`src/rtl/vesa_sync_gen_if.sv`:
```
// rtl/vesa_sync_gen_if.sv - output bundle of the VESA raster timing generator
// frame_cnt exists only when SYNC_GEN_FRAME_COUNT_EN is defined.
interface vesa_sync_gen_if #(
    parameter int CW = 11
);
    logic          h_sync;
    logic          v_sync;
    logic          de;
    logic          pf_active;
    logic [CW-1:0] pf_x;
    logic [CW-1:0] pf_y;
    logic [CW-1:0] y;
    logic          line_start;
    logic          frame_start;
`ifdef SYNC_GEN_FRAME_COUNT_EN
    logic [15:0]   frame_cnt;

    modport master (
        output h_sync, v_sync, de, pf_active, pf_x, pf_y, y,
               line_start, frame_start, frame_cnt
    );
    modport slave (
        input  h_sync, v_sync, de, pf_active, pf_x, pf_y, y,
               line_start, frame_start, frame_cnt
    );
`else
    modport master (
        output h_sync, v_sync, de, pf_active, pf_x, pf_y, y,
               line_start, frame_start
    );
    modport slave (
        input  h_sync, v_sync, de, pf_active, pf_x, pf_y, y,
               line_start, frame_start
    );
`endif
endinterface

```
`src/rtl/vesa_sync_gen.sv`:
```
// rtl/vesa_sync_gen.sv - parametrised VESA raster timing generator
// Optional frame counter enabled by SYNC_GEN_FRAME_COUNT_EN.
module vesa_sync_gen #(
    parameter int H_VISIBLE = 1280,
    parameter int H_FRONT   = 48,
    parameter int H_SYNC    = 112,
    parameter int H_BACK    = 248,
    parameter int V_VISIBLE = 1024,
    parameter int V_FRONT   = 1,
    parameter int V_SYNC    = 3,
    parameter int V_BACK    = 38,
    parameter int H_POL     = 1,
    parameter int V_POL     = 1,
    parameter int PREFETCH  = 2,
    parameter int CW        = 11
) (
    input  logic            clk,
    input  logic            rst_n,
    vesa_sync_gen_if.master sync
);
    localparam int H_TOTAL = H_VISIBLE + H_FRONT + H_SYNC + H_BACK;
    localparam int V_TOTAL = V_VISIBLE + V_FRONT + V_SYNC + V_BACK;

    localparam logic [CW-1:0] C_ONE     = CW'(1);
    localparam logic [CW-1:0] C_H_VIS   = CW'(H_VISIBLE);
    localparam logic [CW-1:0] C_HS_BEG  = CW'(H_VISIBLE + H_FRONT);
    localparam logic [CW-1:0] C_HS_END  = CW'(H_VISIBLE + H_FRONT + H_SYNC);
    localparam logic [CW-1:0] C_H_LAST  = CW'(H_TOTAL - 1);
    localparam logic [CW-1:0] C_H_TOTAL = CW'(H_TOTAL);
    localparam logic [CW-1:0] C_V_VIS   = CW'(V_VISIBLE);
    localparam logic [CW-1:0] C_VS_BEG  = CW'(V_VISIBLE + V_FRONT);
    localparam logic [CW-1:0] C_VS_END  = CW'(V_VISIBLE + V_FRONT + V_SYNC);
    localparam logic [CW-1:0] C_V_LAST  = CW'(V_TOTAL - 1);
    localparam logic [CW-1:0] C_PF      = CW'(PREFETCH);
    localparam logic [CW:0]   C_PF_X    = (CW+1)'(PREFETCH);
    localparam logic [CW:0]   C_H_TOT_X = (CW+1)'(H_TOTAL);
    localparam logic          C_HS_ON   = 1'(H_POL);
    localparam logic          C_VS_ON   = 1'(V_POL);

    logic [CW-1:0] r_h;
    logic [CW-1:0] r_v;
    logic          r_h_sync;
    logic          r_v_sync;
    logic          r_de;
    logic          r_pf_active;
    logic [CW-1:0] r_pf_x;
    logic [CW-1:0] r_pf_y;
    logic [CW-1:0] r_y;
    logic          r_line_start;
    logic          r_frame_start;

    logic          w_h_last;
    logic          w_v_last;
    logic          w_hs_act;
    logic          w_vs_act;
    logic          w_vs_upd;
    logic [CW:0]   w_p_sum;
    logic          w_p_wrap;
    logic [CW-1:0] w_p_lo;
    logic [CW-1:0] w_v_next;
    logic [CW-1:0] w_pf_x;
    logic [CW-1:0] w_pf_y;
    logic          w_pf_act;

    assign w_h_last = (r_h == C_H_LAST);
    assign w_v_last = (r_v == C_V_LAST);
    assign w_hs_act = (r_h >= C_HS_BEG) && (r_h < C_HS_END);
    assign w_vs_act = (r_v >= C_VS_BEG) && (r_v < C_VS_END);
    assign w_vs_upd = (r_h == C_HS_BEG);
    assign w_v_next = w_v_last ? '0 : (r_v + C_ONE);

    // The wide sum only decides the wrap; the narrow sum may overflow CW bits,
    // but after subtracting H_TOTAL the result is exact modulo 2^CW.
    assign w_p_sum  = {1'b0, r_h} + C_PF_X;
    assign w_p_wrap = (w_p_sum >= C_H_TOT_X);
    assign w_p_lo   = r_h + C_PF;
    assign w_pf_x   = w_p_wrap ? (w_p_lo - C_H_TOTAL) : w_p_lo;
    assign w_pf_y   = w_p_wrap ? w_v_next : r_v;
    assign w_pf_act = (w_pf_x < C_H_VIS) && (w_pf_y < C_V_VIS);

    always_ff @(posedge clk) begin
        if (!rst_n) begin
            r_h <= '0;
            r_v <= '0;
        end else begin
            r_h <= w_h_last ? '0 : (r_h + C_ONE);
            if (w_h_last) begin
                r_v <= w_v_next;
            end
        end
    end

    always_ff @(posedge clk) begin
        if (!rst_n) begin
            r_h_sync      <= ~C_HS_ON;
            r_v_sync      <= ~C_VS_ON;
            r_de          <= 1'b0;
            r_pf_active   <= 1'b0;
            r_pf_x        <= '0;
            r_pf_y        <= '0;
            r_y           <= '0;
            r_line_start  <= 1'b0;
            r_frame_start <= 1'b0;
        end else begin
            r_h_sync      <= w_hs_act ? C_HS_ON : ~C_HS_ON;
            // v_sync edges are pinned to the h_sync leading edge.
            if (w_vs_upd) begin
                r_v_sync  <= w_vs_act ? C_VS_ON : ~C_VS_ON;
            end
            r_de          <= (r_h < C_H_VIS) && (r_v < C_V_VIS);
            r_pf_active   <= w_pf_act;
            r_pf_x        <= w_pf_x;
            r_pf_y        <= w_pf_y;
            r_y           <= r_v;
            r_line_start  <= (r_h == '0);
            r_frame_start <= (r_h == '0) && (r_v == '0);
        end
    end

    assign sync.h_sync      = r_h_sync;
    assign sync.v_sync      = r_v_sync;
    assign sync.de          = r_de;
    assign sync.pf_active   = r_pf_active;
    assign sync.pf_x        = r_pf_x;
    assign sync.pf_y        = r_pf_y;
    assign sync.y           = r_y;
    assign sync.line_start  = r_line_start;
    assign sync.frame_start = r_frame_start;

`ifdef SYNC_GEN_FRAME_COUNT_EN
    logic        r_first;
    logic [15:0] r_frame_cnt;

    // Counted alongside frame_start so the new value appears on the strobe clock.
    always_ff @(posedge clk) begin
        if (!rst_n) begin
            r_first     <= 1'b1;
            r_frame_cnt <= 16'd0;
        end else if ((r_h == '0) && (r_v == '0)) begin
            r_first <= 1'b0;
            if (!r_first) begin
                r_frame_cnt <= r_frame_cnt + 16'd1;
            end
        end
    end

    assign sync.frame_cnt = r_frame_cnt;
`endif
endmodule
```
`src/flat_wrapper.sv`:
```
// flat-port wrapper written by rule: the top's interface ports become plain ports
module vesa_sync_gen_flat 
#(
    parameter int H_VISIBLE = 1280,
    parameter int H_FRONT   = 48,
    parameter int H_SYNC    = 112,
    parameter int H_BACK    = 248,
    parameter int V_VISIBLE = 1024,
    parameter int V_FRONT   = 1,
    parameter int V_SYNC    = 3,
    parameter int V_BACK    = 38,
    parameter int H_POL     = 1,
    parameter int V_POL     = 1,
    parameter int PREFETCH  = 2,
    parameter int CW        = 11
)
  (clk, rst_n, sync_h_sync, sync_v_sync, sync_de, sync_pf_active, sync_pf_x, sync_pf_y, sync_y, sync_line_start, sync_frame_start);
  vesa_sync_gen_if #(.CW(CW)) sync_i ();
  input  logic clk;
  input  logic rst_n;
  output wire logic [$bits(sync_i.h_sync)-1:0] sync_h_sync;
  output wire logic [$bits(sync_i.v_sync)-1:0] sync_v_sync;
  output wire logic [$bits(sync_i.de)-1:0] sync_de;
  output wire logic [$bits(sync_i.pf_active)-1:0] sync_pf_active;
  output wire logic [$bits(sync_i.pf_x)-1:0] sync_pf_x;
  output wire logic [$bits(sync_i.pf_y)-1:0] sync_pf_y;
  output wire logic [$bits(sync_i.y)-1:0] sync_y;
  output wire logic [$bits(sync_i.line_start)-1:0] sync_line_start;
  output wire logic [$bits(sync_i.frame_start)-1:0] sync_frame_start;
  assign sync_h_sync = sync_i.h_sync;
  assign sync_v_sync = sync_i.v_sync;
  assign sync_de = sync_i.de;
  assign sync_pf_active = sync_i.pf_active;
  assign sync_pf_x = sync_i.pf_x;
  assign sync_pf_y = sync_i.pf_y;
  assign sync_y = sync_i.y;
  assign sync_line_start = sync_i.line_start;
  assign sync_frame_start = sync_i.frame_start;
  vesa_sync_gen #(.H_VISIBLE(H_VISIBLE), .H_FRONT(H_FRONT), .H_SYNC(H_SYNC), .H_BACK(H_BACK), .V_VISIBLE(V_VISIBLE), .V_FRONT(V_FRONT), .V_SYNC(V_SYNC), .V_BACK(V_BACK), .H_POL(H_POL), .V_POL(V_POL), .PREFETCH(PREFETCH), .CW(CW)) u_core (.clk(clk), .rst_n(rst_n), .sync(sync_i));
endmodule
```
`config.mk`:
```
export PLATFORM = sky130hd
export DESIGN_NAME = vesa_sync_gen_flat
export DESIGN_NICKNAME = d
export VERILOG_FILES = /design/src/rtl/vesa_sync_gen_if.sv /design/src/rtl/vesa_sync_gen.sv /design/src/flat_wrapper.sv
export SDC_FILE = /design/constraint.sdc
export NUM_CORES = 1
export LEC_CHECK = 0
export BUFFER_PORTS_ARGS = -buffer_cell sky130_fd_sc_hd__buf_2
export CAP_MARGIN = 20
export CORE_MARGIN = 2
export CORE_UTILIZATION = 40
export CTS_BUF_LIST = sky130_fd_sc_hd__clkbuf_8
export DETAILED_ROUTE_END_ITERATION = 8
export HOLD_SLACK_MARGIN = 0.03
export PLACE_DENSITY = 0.64
export SYNTH_ARGS = -nofsm -noshare
export SYNTH_HDL_FRONTEND = slang
export SYNTH_SLANG_ARGS = --single-unit
export TNS_END_PERCENT = 5
```
`constraint.sdc`:
```
create_clock -name clk -period 3.21 [get_ports clk]
set_input_delay 0.642 -clock clk [delete_from_list [all_inputs] [get_ports clk]]
set_output_delay 0.642 -clock clk [all_outputs]
set_load 0.02 [all_outputs]
```
After elaboration in Yosys (flattened, before gate mapping)
Index checks and enable logic that the tools add are counted.

Bits in registers: 61. Output and inout port bits: 39. Logic and storage cells: 42.

Add/sub/neg operators: 5. $lt $le $gt $ge: 9. Equal/unequal tests: 3. Mux-type cells: 5. Bitwise gates (word level): 1. Reduce and logical (&&, ||, !) cells: 8.

Operators by type and width (number): 11-bit < comparator, second input constant (6); 11-bit equality test, second input constant (3); 11-bit two-way mux (3); 11-bit by 1-bit adder with 11-bit output, second input constant (2); 11-bit greater-or-equal comparator, second input constant (2); 11-bit zero test (2); 11-bit by 2-bit adder with 12-bit output, second input constant (1); 12-bit by 11-bit greater-or-equal comparator with 1-bit output, second input constant (1); 11-bit by 2-bit adder with 11-bit output, second input constant (1); 11-bit subtractor, second input constant (1); 1-bit logical AND (5); 1-bit two-way mux (2); 2-bit OR reduction (1); 1-bit inverter (1).

Logic depth before layout (Yosys ltp)
Gate-level depths: netlist of the first run.

Depth after elaboration: 5. Mapped depth: 12. Depth with buffers taken out: 10.

Worst setup path before layout of the first run
Ideal clock, no wire load.

Path kind: register -> register. From: register u_core.r_h[2]. To: register u_core.r_pf_x[4], in the netlist u_core.sync.pf_x[4]. Setup time: 128 ps. Data arrival time: 2407 ps. Data required time: 3082 ps. Slack: 675 ps. Cell stages (with the launch flop): 13. Buffers on the path: 2. Period minus slack after synthesis: 2535 ps. Path through: dfxtp_1 ha_1 buf_2 xor2_1 ha_1 nor4bb_1 and4_1 o22ai_1 nand3_1 o21ai_2 buf_2 mux2i_1 nor2_1.

Word-level cells in the longest chain between the ends: 3.

Ends and longest elaborated chain: start: declaration (RTL line vesa_sync_gen.sv:40) `logic [CW-1:0] r_h;`; start signal: assignment (RTL line vesa_sync_gen.sv:86) `r_h <= w_h_last ? '0 : (r_h + C_ONE);`; 11-bit by 2-bit adder with 11-bit output / 11-bit by 2-bit adder with 12-bit output (equally long branches) (RTL line vesa_sync_gen.sv:76, vesa_sync_gen.sv:74); 11-bit subtractor / 12-bit by 11-bit greater-or-equal comparator with 1-bit output (equally long branches) (RTL line vesa_sync_gen.sv:77, vesa_sync_gen.sv:75); 11-bit two-way mux * (RTL line vesa_sync_gen.sv:77) `assign w_pf_x = w_p_wrap ? (w_p_lo - C_H_TOTAL) : w_p_lo;`; end signal: assignment (RTL line vesa_sync_gen.sv:112) `r_pf_x <= w_pf_x;`; end: declaration (RTL line vesa_sync_gen.sv:46) `logic [CW-1:0] r_pf_x;`.

Every way passes the cells marked *; elsewhere a longest branch is shown, timed or not. A chain may end at the register's enable or synchronous reset.

Worst setup path after layout of the first run
From: register u_core.r_h[3]. To: register u_core.r_pf_y[10], in the netlist u_core.sync.pf_y[10].

Word-level cells in the longest chain between the ends: 3.

Ends and longest elaborated chain: 11-bit by 2-bit adder with 12-bit output (RTL line vesa_sync_gen.sv:74) `assign w_p_sum = {1'b0, r_h} + C_PF_X;`; 12-bit by 11-bit greater-or-equal comparator with 1-bit output (RTL line vesa_sync_gen.sv:75) `assign w_p_wrap = (w_p_sum >= C_H_TOT_X);`; 11-bit two-way mux (RTL line vesa_sync_gen.sv:78) `assign w_pf_y = w_p_wrap ? w_v_next : r_v;`; end signal: assignment (RTL line vesa_sync_gen.sv:113) `r_pf_y <= w_pf_y;`; end: declaration (RTL line vesa_sync_gen.sv:47) `logic [CW-1:0] r_pf_y;`.

Every way passes these cells.

==> results.yml, run 1 <==
worst_setup_path:
  regToRegSetupSlack_ps: 260
  worstSetupPathType: "reg -> reg"
  arrival_ps: 3230
  endpoint_kind: "flop"
  worst_setup_path_start_kind: "flop"
  worstPathMaxFanout: 12
  required_ps: 3490
detailed_routing:
  drc: 0
  vias: 2544
  drt-vias-per-instance: 5.34
  drt.antenna.violating_nets: 0
  wl_per_cell_um: 14.5
  wl_um: 6920
  dr.pass1.iters: 4
  initialDrtViolationCount: 162
floorplanning:
  die_width_um: 88.6
  die_h_um: 88.6
  rows: 30
  die-area_um2: 7860
  start_util_pct: 41.7
  pin_count: 41
  coreArea_um2: 6870
clocking:
  clk_transition_reported_paths_ps: 70
  cts_buffers: 9
  cts_resized: 0
  clock_latency_ps: 350
  cts.sinks: 61
  cts_tree: "yes"
  cts_hold_buf: 0
  htreeDepth: 3
  clockBufferDepth: 2
  post-cts-setup-buffers: 0
  root_buffer: "clkbuf_8"
grt:
  overflow: 0
  use_met3_pct: 5.32
  top_usage_layer: "met2"
  grt_usage_pct: 18.9
  grtUsageMet2_pct: 27.4
  grt_pass1_vias: 2362
  antenna_found_initial: 0
  grtUsageMet1_pct: 26.2
  grt_start_max_net_pins: 37
  grt_pass1_wl_um: 11300
finish:
  fillers: 664
  register_area_um2: 1220
  synthToLayoutAreaGrowth_pct: 16.4
  post-route-util_pct: 48.5
  antenna-diode-count: 0
  multi_input_area_um2: 1500
  nets: 385
  drive_gt1_share_pct: 19.7
min_path:
  hold_path_class: "reg -> reg"
sta:
  setup_tns_ps: 0
  min_period_over_period_pct: 92.0
  fmax_mhz: 339
  tightest_slew_ps: 627
  drv_slew: 0
  finalHoldViolCount: 0
  clock_skew_ps: 8.43
  rsz0062_at_grt: "false"
  fin_crit_ps: 2950
  max_slew_margin_pct: 58.0
  worst_slack_ps: 258
  setup_violations: 0
power:
  powerDensity_nw_per_um2: 454
  p_leak_uw: 0.00137
  max-vdd-ir-drop_v: 0.000158
  total_power_uw: 1510
synthesis:
  synth_mux_area_share_pct: 0.349
  synth_nets: 350
  synth_top_area_share_pct: 42.6
  synth_xor_area_share_pct: 5.50
  async_flop_share_pct: 0
  synth_compound_area_share_pct: 15.8
  synth-seq-cells: 61
  syn_area_um2: 2870
  ys_types: 50
  synth.most_common_cell: "dfxtp_1"
  synth_fa_ha_area_share_pct: 3.49
  avgSynthCellArea_um2: 8.43
  synthCells: 340
  ys.flop_type: "dfxtp_1"
  synth_top_family_by_area: "simple AND/OR/NAND/NOR gates"
  yosys.area.top_type: "dfxtp_1"
  synth_simple_gate_area_share_pct: 27.3
  netlist_top_cells_count: "dfxtp_1 (61), nor2_1 (43), a21oi_1 (24)"
  synth_edf_count: 0
  yosys-top-cells-area: "dfxtp_1 (43%), nor2_1 (5.6%), a21oi_1 (4.2%), ha_1 (3.5%), nand3_1 (3.5%)"
  synth_warnings: 0
  ys_seq_area_share_pct: 42.6
placed_design:
  port_buffers: 40
  hpwl_um: 4680
  place_congestion: 0.852
  post-place-ws_ps: 309
run_status:
  status: "completed"
flow_run:
  max-cap-violations: 0
## where the power goes
part	total, µW	switching, µW	leakage [µW]	internal (µW)
combinational	74.3	48.6	0.000780	25.8
sequential	776	7.45	0.000494	769
clock	662	309	0.0000964	353
total	1510	365	0.00137	1150
## stage by stage
stage | cells | cell area, µm² | hold WS [ps]
6_report | 476 | 3330 | 485
5_1_grt | 476 | 3330 | 538
4_1_cts | 476 | 3330 | 489
3_5_place_dp | 460 | 3140 | 473
3_3_place_gp | 460 | 3140 | 478
2_1_floorplan | 340 | 2870 | 482
## per-layer routing
metal,up-vias,routed length [µm]
met4,0,171
met3,14,412
met5,-,0
met1,1181,3360
li1,1257,-
met2,92,2970
## final cells by class
class                   instances  share of cell area [%]
clock buffers                   9                    3.71
multi-input cells             247                    45.1
repair buffers                 50                    8.26
well taps                      96                    3.60
inverters                       6                   0.675
flip-flops and latches         61                    36.6
clock inverters                 7                    2.03
## placed cells by master (no fill, tap or decap), types with 2 or more instances in the layout
cell type / instances
and3_1: 13
nand2_1: 20
xor2_1: 10
o22ai_1: 2
nand4_1: 3
nor4_1: 4
a211oi_1: 2
inv_1: 6
nor2b_1: 3
buf_4: 10
ha_1: 8
nor4bb_1: 3
nand4b_1: 3
and2_1: 13
a311oi_1: 3
a31oi_1: 3
nor2_1: 43
or2_2: 2
xnor2_1: 8
or3_1: 3
clkbuf_8: 9
nand3_1: 20
o21a_1: 6
clkinvlp_4: 2
dfxtp_1: 61
nor3_1: 13
a21oi_1: 24
buf_2: 40
clkinv_2: 2
o21ai_0: 16
a21o_1: 2
## state kept, by name, summed over array words and instances, names as in the netlist
name                     count
u_core.r_v                  11
u_core.sync.pf_y            11
u_core.r_h                  11
u_core.sync.line_start       1
u_core.sync.pf_x            11
u_core.sync.y               11
u_core.sync.frame_start      1
u_core.sync.v_sync           1
u_core.sync.h_sync           1
u_core.sync.pf_active        1
u_core.sync.de               1
## worst paths after layout
check | start | to | cells past startpoint
max reg2reg | u_core.r_h[3] | u_core.sync.pf_y[10] | 11
min | u_core.sync.v_sync | u_core.sync.v_sync | 2
min reg2reg | u_core.sync.v_sync | u_core.sync.v_sync | 2
max | u_core.r_h[3] | u_core.sync.pf_y[10] | 11
## critical path, stage by stage (launching register included)
cell and delay, ps:
dfxtp_1 580, nand3_1 160, xnor2_1 210, ha_1 270, nor4bb_1 300, and4_1 220, o22ai_1 110, nand3_1 180
o21ai_2 120, buf_4 190, or3_1 370, a21oi_1 160
## cells by family after synthesis
| kind of cell | count (synthesis) |
|---|---|
| flops | 61 |
| xor+xnor | 18 |
| fa+ha+maj | 8 |
| mux | 1 |
| simple gates | 151 |
| compound gates | 69 |
| buf+inv | 32 |
Power figures use the tool's default switching activity.
==> inputs of run 2 (changes only) <==
--- a/config.mk
+++ b/config.mk
@@ -7,12 +7,14 @@
 export LEC_CHECK = 0
 export BUFFER_PORTS_ARGS = -buffer_cell sky130_fd_sc_hd__buf_2
 export CAP_MARGIN = 20
+export CELL_PAD_IN_SITES_DETAIL_PLACEMENT = 0
+export CELL_PAD_IN_SITES_GLOBAL_PLACEMENT = 1
 export CORE_MARGIN = 2
 export CORE_UTILIZATION = 40
 export CTS_BUF_LIST = sky130_fd_sc_hd__clkbuf_8
 export DETAILED_ROUTE_END_ITERATION = 8
 export HOLD_SLACK_MARGIN = 0.03
-export PLACE_DENSITY = 0.64
+export PLACE_DENSITY = 0.8
 export SYNTH_ARGS = -nofsm -noshare
 export SYNTH_HDL_FRONTEND = slang
 export SYNTH_SLANG_ARGS = --single-unit
==> results.yml, run 2 (synthesized netlist as in run 1, its figures left out) <==
power:
  swShare_pct: 22.4
  max-vdd-ir-drop_v: 0.000275
  powerDensity_nw_per_um2: 456
  p_leak_uw: 0.00139
  p_sw_uw: 343
  power_frac_comb_pct: 4.9
  p_int_uw: 1190
  clockPowerShare_pct: 44.5
  p_seq_share_pct: 50.6
detailed_routing:
  initialDrtViolationCount: 183
  dr.pass1.iters: 5
  wl_um: 6740
  drc: 0
  drt-vias-per-instance: 5.21
  wl_per_cell_um: 14.1
  vias: 2486
  drt.antenna.violating_nets: 0
clocking:
  clk_transition_reported_paths_ps: 60
  clockBufferDepth: 2
  cts_resized: 0
  cts_hold_buf: 0
  cts_tree: "yes"
  clock_latency_ps: 330
  post-cts-setup-buffers: 0
  cts.sinks: 61
  root_buffer: "clkbuf_8"
  cts_buffers: 9
  htreeDepth: 3
placed_design:
  placed_cell_area_um2: 3160
  port_buffers: 40
  place_congestion: 0.873
  dp.cells: 462
  hpwl_um: 4540
worst_setup_path:
  required_ps: 3480
  cp_common_cell: "nand3_1"
  worstPathCellList: "nand3_1 > xnor2_1 > ha_1 > nor4bb_1 > and4_1 > o22ai_1 > nand3_1 > o21ai_2 > buf_4 > o31ai_1 > o2111a_1"
  arrival_ps: 3190
  cpPeakStageDelay_ps: 560
  crit_slowest_cell: "dfxtp_1"
  endpoint_kind: "flop"
  worst_setup_path_start_kind: "flop"
  worstSetupPathType: "reg -> reg"
  worstPathMaxFanout: 12
  regToRegSetupSlack_ps: 290
grt:
  overflow: 0
  grt_usage_pct: 18.6
  grt_start_max_net_pins: 36
  grt_pass1_wl_um: 11100
  grt_pass1_vias: 2165
  antenna_found_initial: 0
flow_run:
  max-cap-violations: 0
sta:
  holdWs_ps: 509
  clock_skew_ps: 7.60
  rsz0062_at_grt: "false"
  fin_crit_ps: 2920
  drv_slew: 0
  tightest_slew_ps: 635
  setup_tns_ps: 0
  min_period_over_period_pct: 91.0
  setup_violations: 0
  fmax_mhz: 342
  max_slew_margin_pct: 57.5
  finalHoldViolCount: 0
floorplanning:
  rows: 30
  coreArea_um2: 6870
  die-area_um2: 7860
  die_width_um: 88.6
  die_h_um: 88.6
  pin_count: 41
  start_util_pct: 41.7
min_path:
  hold_path_class: "reg -> reg"
run_status:
  status: "completed"
finish:
  drive_gt1_share_pct: 20.2
  final_common_cell: "dfxtp_1"
  nets: 387
  antenna-diode-count: 0
  final_cell_mix: "dfxtp_1 (61), nor2_1 (43), buf_2 (40), a21oi_1 (24)"
  finalInstanceArea_um2: 3360
  layout.cells.non_filler: 477
  synthToLayoutAreaGrowth_pct: 17.2
[run 2: cell types whose count changed in the layout (fill, tap and decap cells not counted)]
cell / change
buf_4: +2
clkbuf_8: +2
clkinv_4: -1
clkinvlp_4: -1
inv_1: -1
[run 2: final timing paths]
kind	from	to	cells past startpoint
worst max-delay path	u_core.r_h[3]	u_core.sync.pf_active	11
worst min-delay path	u_core.sync.v_sync	u_core.sync.v_sync	2
worst max register to register	u_core.r_h[3]	u_core.sync.pf_active	11
worst min register to register	u_core.sync.v_sync	u_core.sync.v_sync	2
[run 2: layout make-up]
class	count	area (µm²)
clock buffers	11	151
well taps	96	120
clock inverters	4	47.5
repair buffers	52	290
flip-flops and latches	61	1220
inverters	6	22.5
multi-input cells	247	1500
fillers	642	3510
[run 2: metal layers]
metal | vias up | routed length [µm] | GRT usage [%]
li1 | 1267 | - | -
met1 | 1127 | 3580 | 28.6
met2 | 88 | 2770 | 23.6
met3 | 4 | 325 | 4.94
met4 | 0 | 72 | 8.13
met5 | - | 0 | 0
[run 2: power groups by stage]
stage	combinational [µW]	sequential, µW	clock (µW)
2_1_floorplan	41.1	801	0
3_3_place_gp	75.2	792	0
3_5_place_dp	74.5	792	0
4_1_cts	74.9	775	695
5_1_grt	84.3	777	730
6_report	74.6	775	682
[run 2: per-stage QoR]
stage / utilization [%] / power, µW / setup WS [ps]
2_1_floorplan: - / 842 / 675
3_3_place_gp: 46.0 / 867 / 507
3_5_place_dp: 46.0 / 867 / 377
4_1_cts: 48.9 / 1540 / 346
5_1_grt: 48.9 / 1590 / 109
6_report: 48.9 / 1530 / 290
[run 2: critical path, delay by kind of cell, from the launching register on]
family | cells | cell delay (ps)
AOI/OAI and AO/OA | 4 | 720
buffers and inverters | 1 | 170
and+or+nand+nor | 4 | 920
adders and majority gates | 1 | 280
DFF | 1 | 560
xor gates and xnor gates | 1 | 210
